**config.mk**
```make
export PLATFORM = sky130hd
export DESIGN_NAME = rcpu_bus_unit
export DESIGN_NICKNAME = d
export VERILOG_FILES = /design/src/rtl/rcpu_bus_pkg.sv /design/src/rtl/rcpu_bus_timer.sv /design/src/rtl/rcpu_bus_unit.sv
export SDC_FILE = /design/constraint.sdc
export NUM_CORES = 1
export LEC_CHECK = 0
export BUFFER_PORTS_ARGS = -buffer_cell sky130_fd_sc_hd__buf_2
export CAP_MARGIN = 30
export CORE_UTILIZATION = 54
export DETAILED_ROUTE_END_ITERATION = 10
export HOLD_SLACK_MARGIN = 0.06
export PLACE_DENSITY = 0.85
export REMOVE_ABC_BUFFERS = 1
export SETUP_SLACK_MARGIN = 0.02
export SYNTH_ARGS = -nofsm -noshare
export SYNTH_HDL_FRONTEND = slang
export SYNTH_SLANG_ARGS = --single-unit
```
**constraint.sdc**
```tcl
create_clock -name clk -period 4.83 [get_ports clk]
set_input_delay 0.2415 -clock clk [delete_from_list [all_inputs] [get_ports clk]]
set_output_delay 0.2415 -clock clk [all_outputs]
set_load 0.05 [all_outputs]
```
**src/rtl/rcpu_bus_pkg.sv**
```systemverilog
// Shared constants for the RCPU memory bus unit: FSM encoding, default widths
// and beat-select values.
package rcpu_bus_pkg;

  localparam int DEFAULT_M              = 16;
  localparam int DEFAULT_N              = 32;
  localparam int DEFAULT_TIMEOUT_CYCLES = 64;

  typedef logic [1:0] state_t;

  localparam logic [1:0] ST_IDLE = 2'd0;
  localparam logic [1:0] ST_LO   = 2'd1;
  localparam logic [1:0] ST_HI   = 2'd2;
  localparam logic [1:0] ST_DONE = 2'd3;

  localparam logic BEAT_LO = 1'b0;
  localparam logic BEAT_HI = 1'b1;

endpackage

```
**src/rtl/rcpu_bus_timer.sv**
```systemverilog
// Per-beat ack watchdog: loadable down-counter that flags expiry on the last
// permitted wait cycle. Used only when RCPU_BUS_TIMEOUT_EN is defined.
module rcpu_bus_timer
  import rcpu_bus_pkg::*;
#(
  parameter int LIMIT = DEFAULT_TIMEOUT_CYCLES
) (
  input  logic clk,
  input  logic rst,
  input  logic load,
  input  logic dec,
  output logic expire
);

  localparam int W = $clog2(LIMIT + 1);

  logic [W-1:0] count_reg;

  always_ff @(posedge clk or negedge rst) begin
    if (!rst) begin
      count_reg <= '0;
    end else if (load) begin
      count_reg <= W'(LIMIT);
    end else if (dec && count_reg != '0) begin
      count_reg <= count_reg - W'(1);
    end
  end

  // Fires during the LIMIT-th consecutive unacknowledged request cycle.
  assign expire = dec && (count_reg == W'(1));

endmodule

```
**src/rtl/rcpu_bus_unit.sv**
```systemverilog
// RCPU memory bus unit: splits core accesses into one or two M-bit req/ack beats
// and reassembles read data. Optional ack timeout under RCPU_BUS_TIMEOUT_EN.
module rcpu_bus_unit
  import rcpu_bus_pkg::*;
#(
  parameter int M              = DEFAULT_M,
  parameter int N              = DEFAULT_N,
  parameter int TIMEOUT_CYCLES = DEFAULT_TIMEOUT_CYCLES
) (
  input  logic           clk,
  input  logic           rst,
  input  logic           core_req,
  input  logic           core_we,
  input  logic           core_wide,
  input  logic [N-1:0]   core_addr,
  input  logic [2*M-1:0] core_wdata,
  output logic [2*M-1:0] core_rdata,
  output logic           core_done,
  output logic           core_err,
  output logic           core_busy,
  output logic [N-1:0]   mem_addr,
  output logic [M-1:0]   mem_wdata,
  output logic           mem_we,
  output logic           mem_req,
  input  logic           mem_ack,
  input  logic [M-1:0]   mem_rdata
);

  state_t         state_reg, state_next;
  logic [N-1:0]   addr_reg;
  logic           we_reg;
  logic           wide_reg;
  logic [2*M-1:0] wdata_reg;
  logic [2*M-1:0] rdata_reg;
  logic [M-1:0]   lo_reg;
  logic           beat_sel;
  logic           beat_ack;
  logic           abort;
  logic           start;

  assign start     = (state_reg == ST_IDLE) && core_req;
  assign mem_req   = (state_reg == ST_LO) || (state_reg == ST_HI);
  assign beat_sel  = (state_reg == ST_HI) ? BEAT_HI : BEAT_LO;
  assign beat_ack  = mem_req && mem_ack;
  assign mem_addr  = (beat_sel == BEAT_HI) ? addr_reg + N'(1) : addr_reg;
  assign mem_wdata = (beat_sel == BEAT_HI) ? wdata_reg[2*M-1:M] : wdata_reg[M-1:0];
  assign mem_we    = mem_req && we_reg;
  assign core_busy = (state_reg != ST_IDLE);
  assign core_done = (state_reg == ST_DONE);
  assign core_rdata = rdata_reg;

`ifdef RCPU_BUS_TIMEOUT_EN
  logic timer_load;
  logic timer_dec;
  logic err_reg;

  assign timer_load = start || beat_ack;
  assign timer_dec  = mem_req && !mem_ack;

  rcpu_bus_timer #(
    .LIMIT (TIMEOUT_CYCLES)
  ) u_timer (
    .clk    (clk),
    .rst    (rst),
    .load   (timer_load),
    .dec    (timer_dec),
    .expire (abort)
  );

  always_ff @(posedge clk or negedge rst) begin
    if (!rst) begin
      err_reg <= 1'b0;
    end else if (state_reg == ST_IDLE) begin
      err_reg <= 1'b0;
    end else if (abort) begin
      err_reg <= 1'b1;
    end
  end

  assign core_err = err_reg && core_done;
`else
  assign abort    = 1'b0;
  assign core_err = 1'b0;
`endif

  always_comb begin
    state_next = state_reg;
    case (state_reg)
      ST_IDLE: if (core_req) state_next = ST_LO;
      ST_LO: begin
        if (mem_ack)    state_next = wide_reg ? ST_HI : ST_DONE;
        else if (abort) state_next = ST_DONE;
      end
      ST_HI: begin
        if (mem_ack || abort) state_next = ST_DONE;
      end
      ST_DONE: state_next = ST_IDLE;
      default: state_next = ST_IDLE;
    endcase
  end

  always_ff @(posedge clk or negedge rst) begin
    if (!rst) begin
      state_reg <= ST_IDLE;
    end else begin
      state_reg <= state_next;
    end
  end

  // The low beat of a wide read is parked in lo_reg so core_rdata only changes
  // when the whole read has landed.
  always_ff @(posedge clk or negedge rst) begin
    if (!rst) begin
      addr_reg  <= '0;
      we_reg    <= 1'b0;
      wide_reg  <= 1'b0;
      wdata_reg <= '0;
      rdata_reg <= '0;
      lo_reg    <= '0;
    end else begin
      if (start) begin
        addr_reg  <= core_addr;
        we_reg    <= core_we;
        wide_reg  <= core_wide;
        wdata_reg <= core_wdata;
      end
      if (beat_ack && !we_reg) begin
        if (beat_sel == BEAT_LO) begin
          if (wide_reg) lo_reg <= mem_rdata;
          else          rdata_reg <= {{M{1'b0}}, mem_rdata};
        end else begin
          rdata_reg <= {mem_rdata, lo_reg};
        end
      end else if (abort && !we_reg) begin
        rdata_reg <= '0;
      end
    end
  end

endmodule

```
Yosys cells after proc, flatten, opt, wreduce, memory -nomap -nowiden
Cells that the tools add are included. W data, S select, Z words.

Word-level logic and storage cells: 37. Output and inout bits: 85. Flip-flop bits (word level): 116. Input port bits: 86.

Eq/ne operators: 7. Reduce and logical (&&, ||, !) cells: 11. Multiplexer cells: 10. Bitwise gates (word level): 1. $add $sub $neg: 1.

Operators by type and width (number): $mux W32 (3); $add A32 B1 Y32 const B (1); $mux W16 (1); $pmux W2 S4 (1); $mux W2 (3); $ne A2 B2 Y1 const B (3); $reduce_and A3 Y1 (2); $eq A2 B2 Y1 const B (2); $logic_and A1 B1 Y1 (4); $eq A2 B1 Y1 const B (1); $logic_not A2 Y1 (1); $mux W1 (2); $ne A2 B1 Y1 const B (1); $reduce_and A2 Y1 (1); $reduce_bool A2 Y1 (1); $logic_not A1 Y1 (1); $logic_or A1 B1 Y1 (1); $not A1 Y1 (1).

Depth between registers and ports, before layout
Gate-level depths: netlist of run 1.

Depth after elaboration: 5. Gate-level depth with buffers: 8. Depth with buffers taken out: 6.

Worst setup path before layout of run 1
OpenSTA, ideal clock, no wires.

Path kind: register to output. Start: reg state_reg[0]. End: out mem_addr[20]. Setup slack: 2.354 ns. Stages on the path, launching flop included: 7. Data arrival time: 2.234 ns. Path buffers: 0. Required time: 4.589 ns. Path through: dfrtp_1 -> inv_1 -> ha_1 -> nand2_1 -> nor4_4 -> nand4_1 -> xnor2_1.

Word-level cells in the longest chain between the ends: 3.

Ends and longest elaborated chain: from (decl) (RTL line rcpu_bus_unit.sv:29) `state_t state_reg, state_next;`; from (signal assigned) (RTL line rcpu_bus_unit.sv:106) `state_reg <= state_next;`; $eq A2 B2 Y1 (RTL line rcpu_bus_unit.sv:43) `assign beat_sel = (state_reg == ST_HI) ? BEAT_HI : BEAT_LO;`; $mux W1 (RTL line rcpu_bus_unit.sv:43); $mux W32 (RTL line rcpu_bus_unit.sv:45) `assign mem_addr = (beat_sel == BEAT_HI) ? addr_reg + N'(1) : addr_reg;`; to (decl) (RTL line rcpu_bus_unit.sv:21) `output logic [N-1:0] mem_addr,`.

No other way between the ends.

Worst setup path in the final report of run 1
Ends and elaborated chain as after synthesis.

==> results.md, run 1 <==
* Clock buffer depth at 2
* Post-synth top area cell: dfrtp_1
* Core box area at 9729 µm²
* R2r endpoint: core_rdata[4]$_DFFE_PN0P_
* Post-Synthesis Cell Area at 5383 µm²
* Worst vdd ir at 0.0005246 V
* Hold Path Origin: mem_ack
* P_sw at 2.995 mW
* Cts bufs inserted at 17
* CP Class: flop to primary output
* 1st-iter DRT viols at 119
* Full die area at 10370 µm²
* Commonest register cell after synthesis: dfrtp_1
* Mean Syn Cell Area at 12.94 µm²
* Crit share post-route at 64.59%
* Rel. slew slack at 41.86%
* Fin Hold WS at 0.2122 ns
* Status: completed
* Yosys reg bits at 116
* Port Buffers at 169
* Distinct cells, synth at 30
* Register area at 2903 µm²
* HP Class: primary input to flop
* Worst Path Required at 4.59 ns
* Pwr/cell area at 808.9 nW/µm²
* Internal power at 3.268 mW
* Post-synth ARST share at 100.0%
* Sw Ratio at 47.82%
* Count leader, synth: dfrtp_1
* Setup Skew at 0.007842 ns
* TritonCTS Sinks at 116
* CP Launch Type: flop
* Post-DR wirelength/cell at 16.82 µm
* Multi-input gate area at 2370 µm²
* Final Setup Violations at 0
* GPL Wtd Cong at 0.7877
* Unrepaired setup endpoints after global routing: false
* Vias per inst at 5.220
* Fillers at 573
* IO Count at 171
* Hold Fails Final Rpt at 0
* Critical Path AT at 2.88 ns
* CTS H-tree depth at 4
* Resized Gates After CTS at 0
* Element type at the critical path end: primary output
* Fmax at 320.5 MHz
* Critical path peak fanout at 15
* Number of antenna diodes at 0
* Register area share after synthesis at 53.93%
* Die extent in x at 101.8 µm
* Routed WL at 13.76 mm
* # rows at 36
* Cell chosen for the clock root: clkbuf_8
* R2R setup slack at 2.18 ns
* 1st-pass router iterations at 4
* Share of the synthesized area in the top cell type at 53.93%
* Final WS setup at 1.710 ns
* GRT Total Usage at 27.94%
* Initial core utilization at 55.32%
* DR vias at 4270
* Hpwl dp at 8.428 mm
* Nets at 764
* Clock power frac at 18.5%
* Post-synth EDFFs at 0
* Worst-margin pin slew at 0.8721 ns
* Final Max Tran Viols at 0
* Vias in the first global route at 4355
* Post-CTS Setup Inserts at 0
* DP Worst Slack at 1.997 ns
* DRC Markers at 0
* Chip height at 101.8 µm
* Most common library cells after synthesis: dfrtp_1 (116), mux2_2 (100), nor2_1 (26)
* Largest net degree at the start of global routing at 73
* Final global-route overflow total at 0
* Max-cap violations at 0
* WHS Path Cells at 3
* Clk slew on worst S/H paths at 0.05 ns
* Sequential share of power at 29.3%
* Number of routed nets with antenna violations at 0
* Worst r2r path cells at 8
* Top post-synthesis cells by area: dfrtp_1 (54%), mux2_2 (21%), xnor2_1 (3.7%), mux2i_1 (3.0%), a22o_1 (2.6%)
* Reg-to-reg critical path startpoint: state_reg[0]$_DFFE_PN0P_
* Share of layout cells above drive strength 1 at 45.40%
* Power share of the combinational group at 52.2%
* Setup_tns at 0 ns
* First-pass GRT wire length at 21.60 mm
* Hold buffer count at cts at 83
* Sink of the worst hold path: state_reg[1]$_DFFE_PN0P_
* Leakage power total at 3.608 nW
* Min Tclk post-route at 3.120 ns
* Core Util, Final at 79.59%
* CTS tree: done
* Area grow syn2layout at 43.86%
* Synth warn at 0
* Syn Inst Count at 416
* Clk_lat worst skew at 0.51 ns
* Initial antenna violation count at 0
## layer usage
layer | part of all wire (%) | GRT usage [%] | wire, µm
met1 | 41 | 33.58 | 5585
met2 | 52 | 48.18 | 7096
met3 | 6.6 | 8.140 | 907
met4 | 1.2 | 9.780 | 167
met5 | 0 | 0 | 0
## layout by cell type, fill, tap and decap left out, types with 17 or more instances in the layout
master	instances
dlygate4sd3_1	83
nor2_1	26
buf_2	168
dfrtp_1	116
xnor2_1	23
mux2_2	100
nand3_1	17
## critical path: stages, from the launching register on
cell and delay, ns:
dfrtp_1 0.43, inv_1 0.14, ha_2 0.41, nand2_1 0.23, nor4_4 0.51, nand4_1 0.18, xnor2_1 0.19, buf_2 0.29
## worst max path at each step
| stage | start | endpoint | cells after the start |
|---|---|---|---|
| final | state_reg[0]$_DFFE_PN0P_ | mem_addr[20] | 7 |
| after global routing | state_reg[0]$_DFFE_PN0P_ | mem_addr[24] | 7 |
| after CTS | state_reg[0]$_DFFE_PN0P_ | mem_addr[24] | 7 |
| after detailed placement | state_reg[0]$_DFFE_PN0P_ | core_rdata[19]$_DFFE_PN0P_ | 6 |
| after global placement | state_reg[0]$_DFFE_PN0P_ | core_rdata[4]$_DFFE_PN0P_ | 6 |
| after floorplan | state_reg[0]$_DFFE_PN0P_ | mem_addr[20] | 6 |
## kinds of logic (layout without fill, tap and decap cells)
family                   Yosys count  after routing  synth area share [%]
multiplexers                     116            116                 23.90
flip-flops                       116            116                 53.93
AND/OR/NAND/NOR                   83             83                 8.880
AO/OA/AOI/OAI                     36             36                 4.579
XOR/XNOR                          31             31                 5.044
buffers and inverters             27            296                 2.208
adder cells (fa/ha/maj)            6              6                 1.395
other                              1              1               0.06967
## power by group through the flow
stage,logic [mW],clock network [mW],registers (mW)
6_report,3.27,1.16,1.83
5_1_grt,3.44,1.23,1.89
4_1_cts,3.24,1.18,1.82
3_5_place_dp,3.18,0,1.82
3_3_place_gp,3.09,0,1.79
2_1_floorplan,2.18,0,2.11
## per-stage QoR
stage | area, µm² | instances | power [mW]
after CTS | 7736 | 817 | 6.244
after detailed placement | 6355 | 702 | 5.002
final | 7744 | 818 | 6.264
after floorplan | 5286 | 395 | 4.284
after global placement | 6340 | 701 | 4.884
after global routing | 7744 | 818 | 6.565
## area by class of cell
class	count	share of cell area (%)
Sequential cell	116	37.49
Multi-Input combinational cell	273	30.60
Timing Repair Buffer	258	22.36
Clock buffer	22	5.720
Tap cell	133	2.149
Clock inverter	10	1.390
Inverter	6	0.2908
Note: power is estimated with default switching activity, not from simulation.
==> inputs of run 2 (changes only) <==
- ABC_AREA: default -> 1
- CORE_UTILIZATION: 54 -> 52
- PLACE_DENSITY: 0.85 -> 0.81
- clock period: 4.83 -> 3.1 ns (I/O delays scaled with it)
==> run 2 against run 1 <==
  * Largest cell class unchanged
  * Die area up 11%
  * Sequential cell count unchanged
  * Highest routed layer unchanged
  * Combinational power rose by 66%
==> results.md, run 2 <==
* Chip height at 107.5 µm (was 101.8 µm)
* Overall power at 10.46 mW (was 6.264 mW)
* Element type at the critical path end: primary output (unchanged)
* GRT Total Usage at 30.56% (was 27.94%)
* CP Class: flop to primary output (unchanged)
* Worst vdd ir at 0.0009204 V (was 0.0005246 V)
* Final instance area at 8215 µm² (was 7744 µm²)
* Crit-path max cell delay at 0.47 ns (was 0.51 ns)
* Commonest non-fill, non-tap cell in the layout: buf_2 (unchanged)
* Most common library cells after synthesis: nand2_1 (158), dfrtp_1 (116), mux2_2 (58) (was dfrtp_1 (116), mux2_2 (100), nor2_1 (26))
* 1st-pass router iterations at 5 (was 4)
* Final Max Tran Viols at 0 (unchanged)
* Worst path cell trace: inv_1, ha_2, nand3_1, nor2_1, nand2_1, nor2_4, nand3b_1, nand2_1, buf_2 (was inv_1, ha_2, nand2_1, nor4_4, nand4_1, xnor2_1, buf_2)
* First-pass GRT wire length at 26.92 mm (was 21.60 mm)
* Register area at 2903 µm² (unchanged)
* HP Class: primary input to flop (unchanged)
* Count leader, synth: nand2_1 (was dfrtp_1)
* Unrepaired setup endpoints after global routing: false (unchanged)
* Worst Path Required at 2.94 ns (was 4.59 ns)
* Commonest cells after routing, fill and taps aside: buf_2 (168), nand2_1 (157), dfrtp_1 (116) (was buf_2 (168), dfrtp_1 (116), mux2_2 (100))
* Full die area at 11550 µm² (was 10370 µm²)
* Vias in the first global route at 5698 (was 4355)
* Fillers at 676 (was 573)
* Register area share after synthesis at 50.16% (was 53.93%)
* Rel. slew slack at 39.06% (was 41.86%)
* Top post-synthesis cells by area: dfrtp_1 (50%), mux2_2 (11%), nand2_1 (10%), nor2_1 (2.9%), o21ai_0 (2.8%) (was dfrtp_1 (54%), mux2_2 (21%), xnor2_1 (3.7%), mux2i_1 (3.0%), a22o_1 (2.6%))
* Vias per inst at 5.430 (was 5.220)
* Final global-route overflow total at 0 (unchanged)
* DR vias at 5501 (was 4270)
* Share of layout cells above drive strength 1 at 33.91% (was 45.40%)
* Yosys reg bits at 116 (unchanged)
* Port Buffers at 169 (unchanged)
* # rows at 38 (was 36)
* Hpwl dp at 10.22 mm (was 8.428 mm)
* Syn Inst Count at 613 (was 416)
* Min Tclk post-route at 2.902 ns
* Fmax at 344.6 MHz
* Synth warn at 0 (unchanged)
* GPL Wtd Cong at 0.8710 (was 0.7877)
* Share of the synthesized area in the top cell type at 50.16% (was 53.93%)
* CTS tree: done (unchanged)
* Final WS setup at 0.1981 ns (was 1.710 ns)
* Critical Path AT at 2.75 ns (was 2.88 ns)
* Initial core utilization at 53.38% (was 55.32%)
* Post-DR wirelength/cell at 16.73 µm (was 16.82 µm)
* Final Setup Violations at 0 (unchanged)
* Commonest register cell after synthesis: dfrtp_1 (unchanged)
* Crit share post-route at 93.61%
* Setup Skew at 0.005917 ns (was 0.007842 ns)
* Max-cap violations at 0 (unchanged)
* CP most frequent cell: nand2_1
* TritonCTS Sinks at 116 (unchanged)
* Hold Fails Final Rpt at 0 (unchanged)
* Distinct cells, synth at 31 (was 30)
* Die extent in x at 107.5 µm (was 101.8 µm)
* Routed WL at 16.94 mm (was 13.76 mm)
* Leakage power total at 4.018 nW (was 3.608 nW)
* Core box area at 10840 µm² (was 9729 µm²)
* Number of routed nets with antenna violations at 0 (unchanged)
* DP Worst Slack at 0.6736 ns (was 1.997 ns)
* Nets at 952 (was 764)
* Largest net degree at the start of global routing at 73 (unchanged)
* Post-Synthesis Cell Area at 5787 µm² (was 5383 µm²)
* Number of antenna diodes at 0 (unchanged)
* Post-synth EDFFs at 0 (unchanged)
* Area grow syn2layout at 41.97% (was 43.86%)
* Clk slew on worst S/H paths at 0.06 ns (was 0.05 ns)
* 1st-iter DRT viols at 351 (was 119)
* Post-synth top area cell: dfrtp_1 (unchanged)
* CP Launch Type: flop (unchanged)
* Clock buffer depth at 2 (unchanged)
* Pwr/cell area at 1274 nW/µm² (was 808.9 nW/µm²)
* IO Count at 171 (unchanged)
* Clk_lat worst skew at 0.52 ns (was 0.51 ns)
* CP max stage cell: ha_2 (was nor4_4)
* Cts bufs inserted at 17 (unchanged)
* CTS H-tree depth at 4 (unchanged)
* Fin Hold WS at 0.09297 ns (was 0.2122 ns)
* Resized Gates After CTS at 0 (unchanged)
* DRC Markers at 0 (unchanged)
* Mean Syn Cell Area at 9.440 µm² (was 12.94 µm²)
* Worst-margin pin slew at 0.9141 ns (was 0.8721 ns)
* Initial antenna violation count at 0 (unchanged)
* Cell chosen for the clock root: clkbuf_8 (unchanged)
* Multi-input gate area at 2589 µm² (was 2370 µm²)
* Status: completed (unchanged)
* Post-synth ARST share at 100.0% (unchanged)
* Placed inst area at 6735 µm² (was 6355 µm²)
* Critical path peak fanout at 14 (was 15)
run 2: changes by cell type after synthesis, moves of 19 or more:
cell	previous run	this run
inv_1	6	41
nand2_1	8	158
mux2_2	100	58
o21ai_0	0	32
nor2_1	26	45
run 2: report_power, final:
| part | switching (mW) | internal (mW) |
|---|---|---|
| registers | 0.622 | 2.25 |
| clock network | 0.687 | 1.47 |
| logic | 3.94 | 1.50 |
| total | 5.25 | 5.22 |
run 2: cells by family after synthesis:
logic type	Yosys count	share of synthesized area, %
AND/OR/NAND/NOR	262	20.93
XOR/XNOR	22	3.330
buffers and inverters	71	5.189
multiplexers	58	11.29
adder cells (fa/ha/maj)	6	1.297
other	1	0.06480
AO/OA/AOI/OAI	77	7.741
flip-flops	116	50.16
run 2: layout make-up:
class / count / share of cell area [%]
tap: 140 / 2.132
clock inverter: 9 / 2.102
inverter: 42 / 1.919
multi-input combinational: 426 / 31.51
clock buffer: 23 / 5.803
timing repair buffer: 257 / 21.20
sequential: 116 / 35.33
run 2: worst max-delay path, delay by kind of cell (launching register included):
family,cells,cell delay (ns)
adder cells (fa/ha/maj),1,0.47
buffers and inverters,2,0.44
AND/OR/NAND/NOR,6,0.91
flip-flops,1,0.40
run 2: final timing paths:
| path | start | endpoint | slack, ns | cells past startpoint |
|---|---|---|---|---|
| min in group asynchronous | rst | addr_reg[22]$_DFFE_PN0P_ | 0.29 | 2 |
| min | core_req | wide_reg$_DFFE_PN0P_ | 0.09 | 4 |
| max reg2reg | state_reg[1]$_DFFE_PN0P_ | core_rdata[6]$_DFFE_PN0P_ | 0.55 | 8 |
| max in group asynchronous | rst | wdata_reg[6]$_DFFE_PN0P_ | 2.06 | 3 |
| min reg2reg | lo_reg[0]$_DFFE_PN0P_ | lo_reg[0]$_DFFE_PN0P_ | 0.49 | 2 |
| max | state_reg[0]$_DFFE_PN0P_ | mem_addr[24] | 0.20 | 9 |
run 2: repair_timing:
item,in CTS,in global routing
endpoints found under the hold margin,185,0
hold buffers,83,0
setup endpoints to repair,0,0
setup buffers,0,0
run 2: routing by layer:
layer / wire, µm / vias to the layer above / track usage (%) / part of all wire [%]
li1: - / 2503 / - / -
met1: 6341 / 2628 / 34.31 / 37
met4: 787 / 0 / 17.91 / 4.6
met5: 0 / - / 0 / 0
met2: 8734 / 290 / 52.47 / 52
met3: 1079 / 80 / 7.627 / 6.4
run 2: per-stage QoR:
step	cells	setup TNS (ns)	util, %
2_1_floorplan	584	-1.104	-
3_3_place_gp	898	0	62.13
3_5_place_dp	898	0	62.13
4_1_cts	1013	0	75.78
5_1_grt	1013	0	75.78
6_report	1013	0	75.78
==> inputs of run 3 (changes only) <==
- PLACE_DENSITY: 0.81 -> 0.8
==> run 3 against run 2 <==
  * Critical path depth increased by 2
  * Combinational power is essentially flat
  * Power fell by 2.6%
  * Maximum frequency increased by 6.6%
  * Clock power decreased by 11%
  * Wire length is 5.5% lower
  * Hold slack improved by 0.15 ns
  * Clock skew grew 0.0011 ns
  * Sequential share of layout area grew 0.076 points
  * Final cell count up 0.39%
  * Register-to-register slack improved by 0.19 ns
==> results.md, run 3 (synthesis gave the netlist of run 2 again) <==
* Status: completed (unchanged)
* Routed WL at 16.01 mm (was 16.94 mm)
* Full die area at 11550 µm² (unchanged)
* Share of layout cells above drive strength 1 at 34.09% (was 33.91%)
* DRC Markers at 0 (unchanged)
* First-pass GRT wire length at 25.33 mm (was 26.92 mm)
* Resized Gates After CTS at 0 (unchanged)
* Nets at 956 (was 952)
* Final cell count without fillers at 1017 (was 1013)
* Sw Ratio at 50.53% (was 50.13%)
* Internal power at 5.039 mW (was 5.218 mW)
* Cts bufs inserted at 17 (unchanged)
* Number of antenna diodes at 0 (unchanged)
* Worst Path Required at 2.94 ns (about the same)
* Commonest non-fill, non-tap cell in the layout: buf_2 (unchanged)
* Area grow syn2layout at 41.66% (was 41.97%)
* Pwr/cell area at 1243 nW/µm² (was 1274 nW/µm²)
* P_sw at 5.147 mW (was 5.246 mW)
* Vias per inst at 5.191 (was 5.430)
* Leakage power total at 4.014 nW (was 4.018 nW)
* Worst r2r path cells at 7 (was 8)
* CP Launch Type: flop (unchanged)
* Rel. slew slack at 46.35% (was 39.06%)
* Final Max Tran Viols at 0 (unchanged)
* Setup Skew at 0.006970 ns (was 0.005917 ns)
* CTS H-tree depth at 4 (unchanged)
* Initial core utilization at 53.38% (unchanged)
* Die extent in x at 107.5 µm (unchanged)
* Cell Count Post-Placement at 900 (was 898)
* TritonCTS Sinks at 116 (unchanged)
* Power share of the combinational group at 53.2% (was 52.0%)
* Worst setup endpoint: mem_addr[25] (was mem_addr[24])
* Port Buffers at 169 (unchanged)
* Hold buffer count at cts at 85 (was 83)
* Worst-margin pin slew at 0.8048 ns (was 0.9141 ns)
* CP Class: flop to primary output (unchanged)
* Post-DR wirelength/cell at 15.74 µm (was 16.73 µm)
* Core box area at 10840 µm² (unchanged)
* Min Tclk post-route at 2.723 ns (was 2.902 ns)
* Unrepaired setup endpoints after global routing: false (unchanged)
* Commonest cells after routing, fill and taps aside: buf_2 (168), nand2_1 (157), dfrtp_1 (116) (unchanged)
* # rows at 38 (unchanged)
* Crit share post-route at 87.84% (was 93.61%)
* Cell chosen for the clock root: clkbuf_8 (unchanged)
* CTS tree: done (unchanged)
* Vias in the first global route at 5243 (was 5698)
* Clk slew on worst S/H paths at 0.05 ns (was 0.06 ns)
* Clk_lat worst skew at 0.53 ns (was 0.52 ns)
* Fmax at 367.2 MHz (was 344.6 MHz)
* GPL Wtd Cong at 0.8410 (was 0.8710)
* 1st-pass router iterations at 5 (unchanged)
* Chip height at 107.5 µm (unchanged)
* 1st-iter DRT viols at 341 (was 351)
* Critical Path AT at 2.57 ns (was 2.75 ns)
* Element type at the critical path end: primary output (unchanged)
* HP Class: primary input to async pin (was primary input to flop)
* Worst vdd ir at 0.0009803 V (was 0.0009204 V)
* Clock power frac at 19.0% (was 20.6%)
* Final global-route overflow total at 0 (unchanged)
* Largest net degree at the start of global routing at 61 (was 73)
* IO Count at 171 (unchanged)
* Hold Fails Final Rpt at 0 (unchanged)
* Critical path peak fanout at 16 (was 14)
* DR vias at 5279 (was 5501)
* Max-cap violations at 0 (unchanged)
* R2R setup slack at 0.74 ns (was 0.55 ns)
* Number of routed nets with antenna violations at 0 (unchanged)
* Fin Hold WS at 0.2444 ns (was 0.09297 ns)
* R2r endpoint: core_rdata[8]$_DFFE_PN0P_ (was core_rdata[6]$_DFFE_PN0P_)
* Final Setup Violations at 0 (unchanged)
* Sequential share of power at 27.8% (was 27.4%)
* Initial antenna violation count at 0 (unchanged)
* Hpwl dp at 9.759 mm (was 10.22 mm)
* Clock buffer depth at 2 (unchanged)
* Worst setup path start: state_reg[0]$_DFFE_PN0P_ (unchanged)
* Fillers at 690 (was 676)
* Reg-to-reg critical path startpoint: state_reg[0]$_DFFE_PN0P_ (was state_reg[1]$_DFFE_PN0P_)
* GRT Total Usage at 28.90% (was 30.56%)
* Post-CTS Setup Inserts at 0 (unchanged)
## run 3: changes by cell type in the layout (fill, tap and decap cells not counted), sizes merged
cell	change
bufinv	-3
clkinv	+2
buf	+2
dlygate4sd3	+2
clkbuf	+1
## run 3: per-layer routing
layer | part of all wire, % | vias up | track usage (%)
met3 | 6.0 | 43 | 5.932
met4 | 2.9 | 0 | 15.56
met5 | 0 | - | 0
met1 | 41 | 2513 | 34.81
li1 | - | 2513 | -
met2 | 50 | 210 | 48.53
## run 3: metrics by stage
stage	cell area [µm²]	TNS (ns)	power, mW	util [%]	setup slack, ns
after floorplan	5644	-1.104	6.777	-	-0.3383
after global placement	6750	0	7.933	62.27	0.9502
after detailed placement	6750	0	8.075	62.27	0.8265
after CTS	8198	0	10.12	75.62	0.3462
after global routing	8198	0	10.69	75.62	0.1461
final	8198	0	10.19	75.62	0.3770
## run 3: layout make-up
type / count / area [µm²] / area share [%]
flip-flops and latches: 116 / 2903 / 35.41
multi-input cells: 426 / 2589 / 31.58
repair buffers: 261 / 1777 / 21.67
clock buffers: 24 / 500.5 / 6.105
well taps: 140 / 175.2 / 2.137
inverters: 42 / 157.7 / 1.923
clock inverters: 8 / 96.34 / 1.175
## run 3: worst min path at each step
stage          startpoint                  endpoint  slack [ns]  cells past startpoint
6_report              rst  addr_reg[26]$_DFFE_PN0P_        0.24                      2
5_1_grt               rst  addr_reg[26]$_DFFE_PN0P_        0.32                      2
4_1_cts               rst  addr_reg[26]$_DFFE_PN0P_        0.27                      2
3_5_place_dp          rst  addr_reg[26]$_DFFE_PN0P_        0.30                      1
3_3_place_gp          rst  addr_reg[22]$_DFFE_PN0P_        0.28                      1
2_1_floorplan         rst   addr_reg[0]$_DFFE_PN0P_       -0.14                      0
## run 3: worst max-delay path, stage by stage (launching register included)
cell,delay [ns]
dfrtp_1,0.41
inv_1,0.17
ha_2,0.44
nand3_1,0.15
nor2_1,0.12
nand2_1,0.10
nor2_2,0.15
nand2_1,0.07
nand2_1,0.06
nand2_1,0.06
inv_1,0.06
buf_2,0.26
## run 3: power by group through the flow
stage	clock (mW)	combinational, mW	sequential [mW]
after floorplan	0	3.49	3.29
after global placement	0	5.15	2.78
after detailed placement	0	5.25	2.83
after CTS	1.96	5.35	2.80
after global routing	2.02	5.76	2.91
final	1.93	5.42	2.84
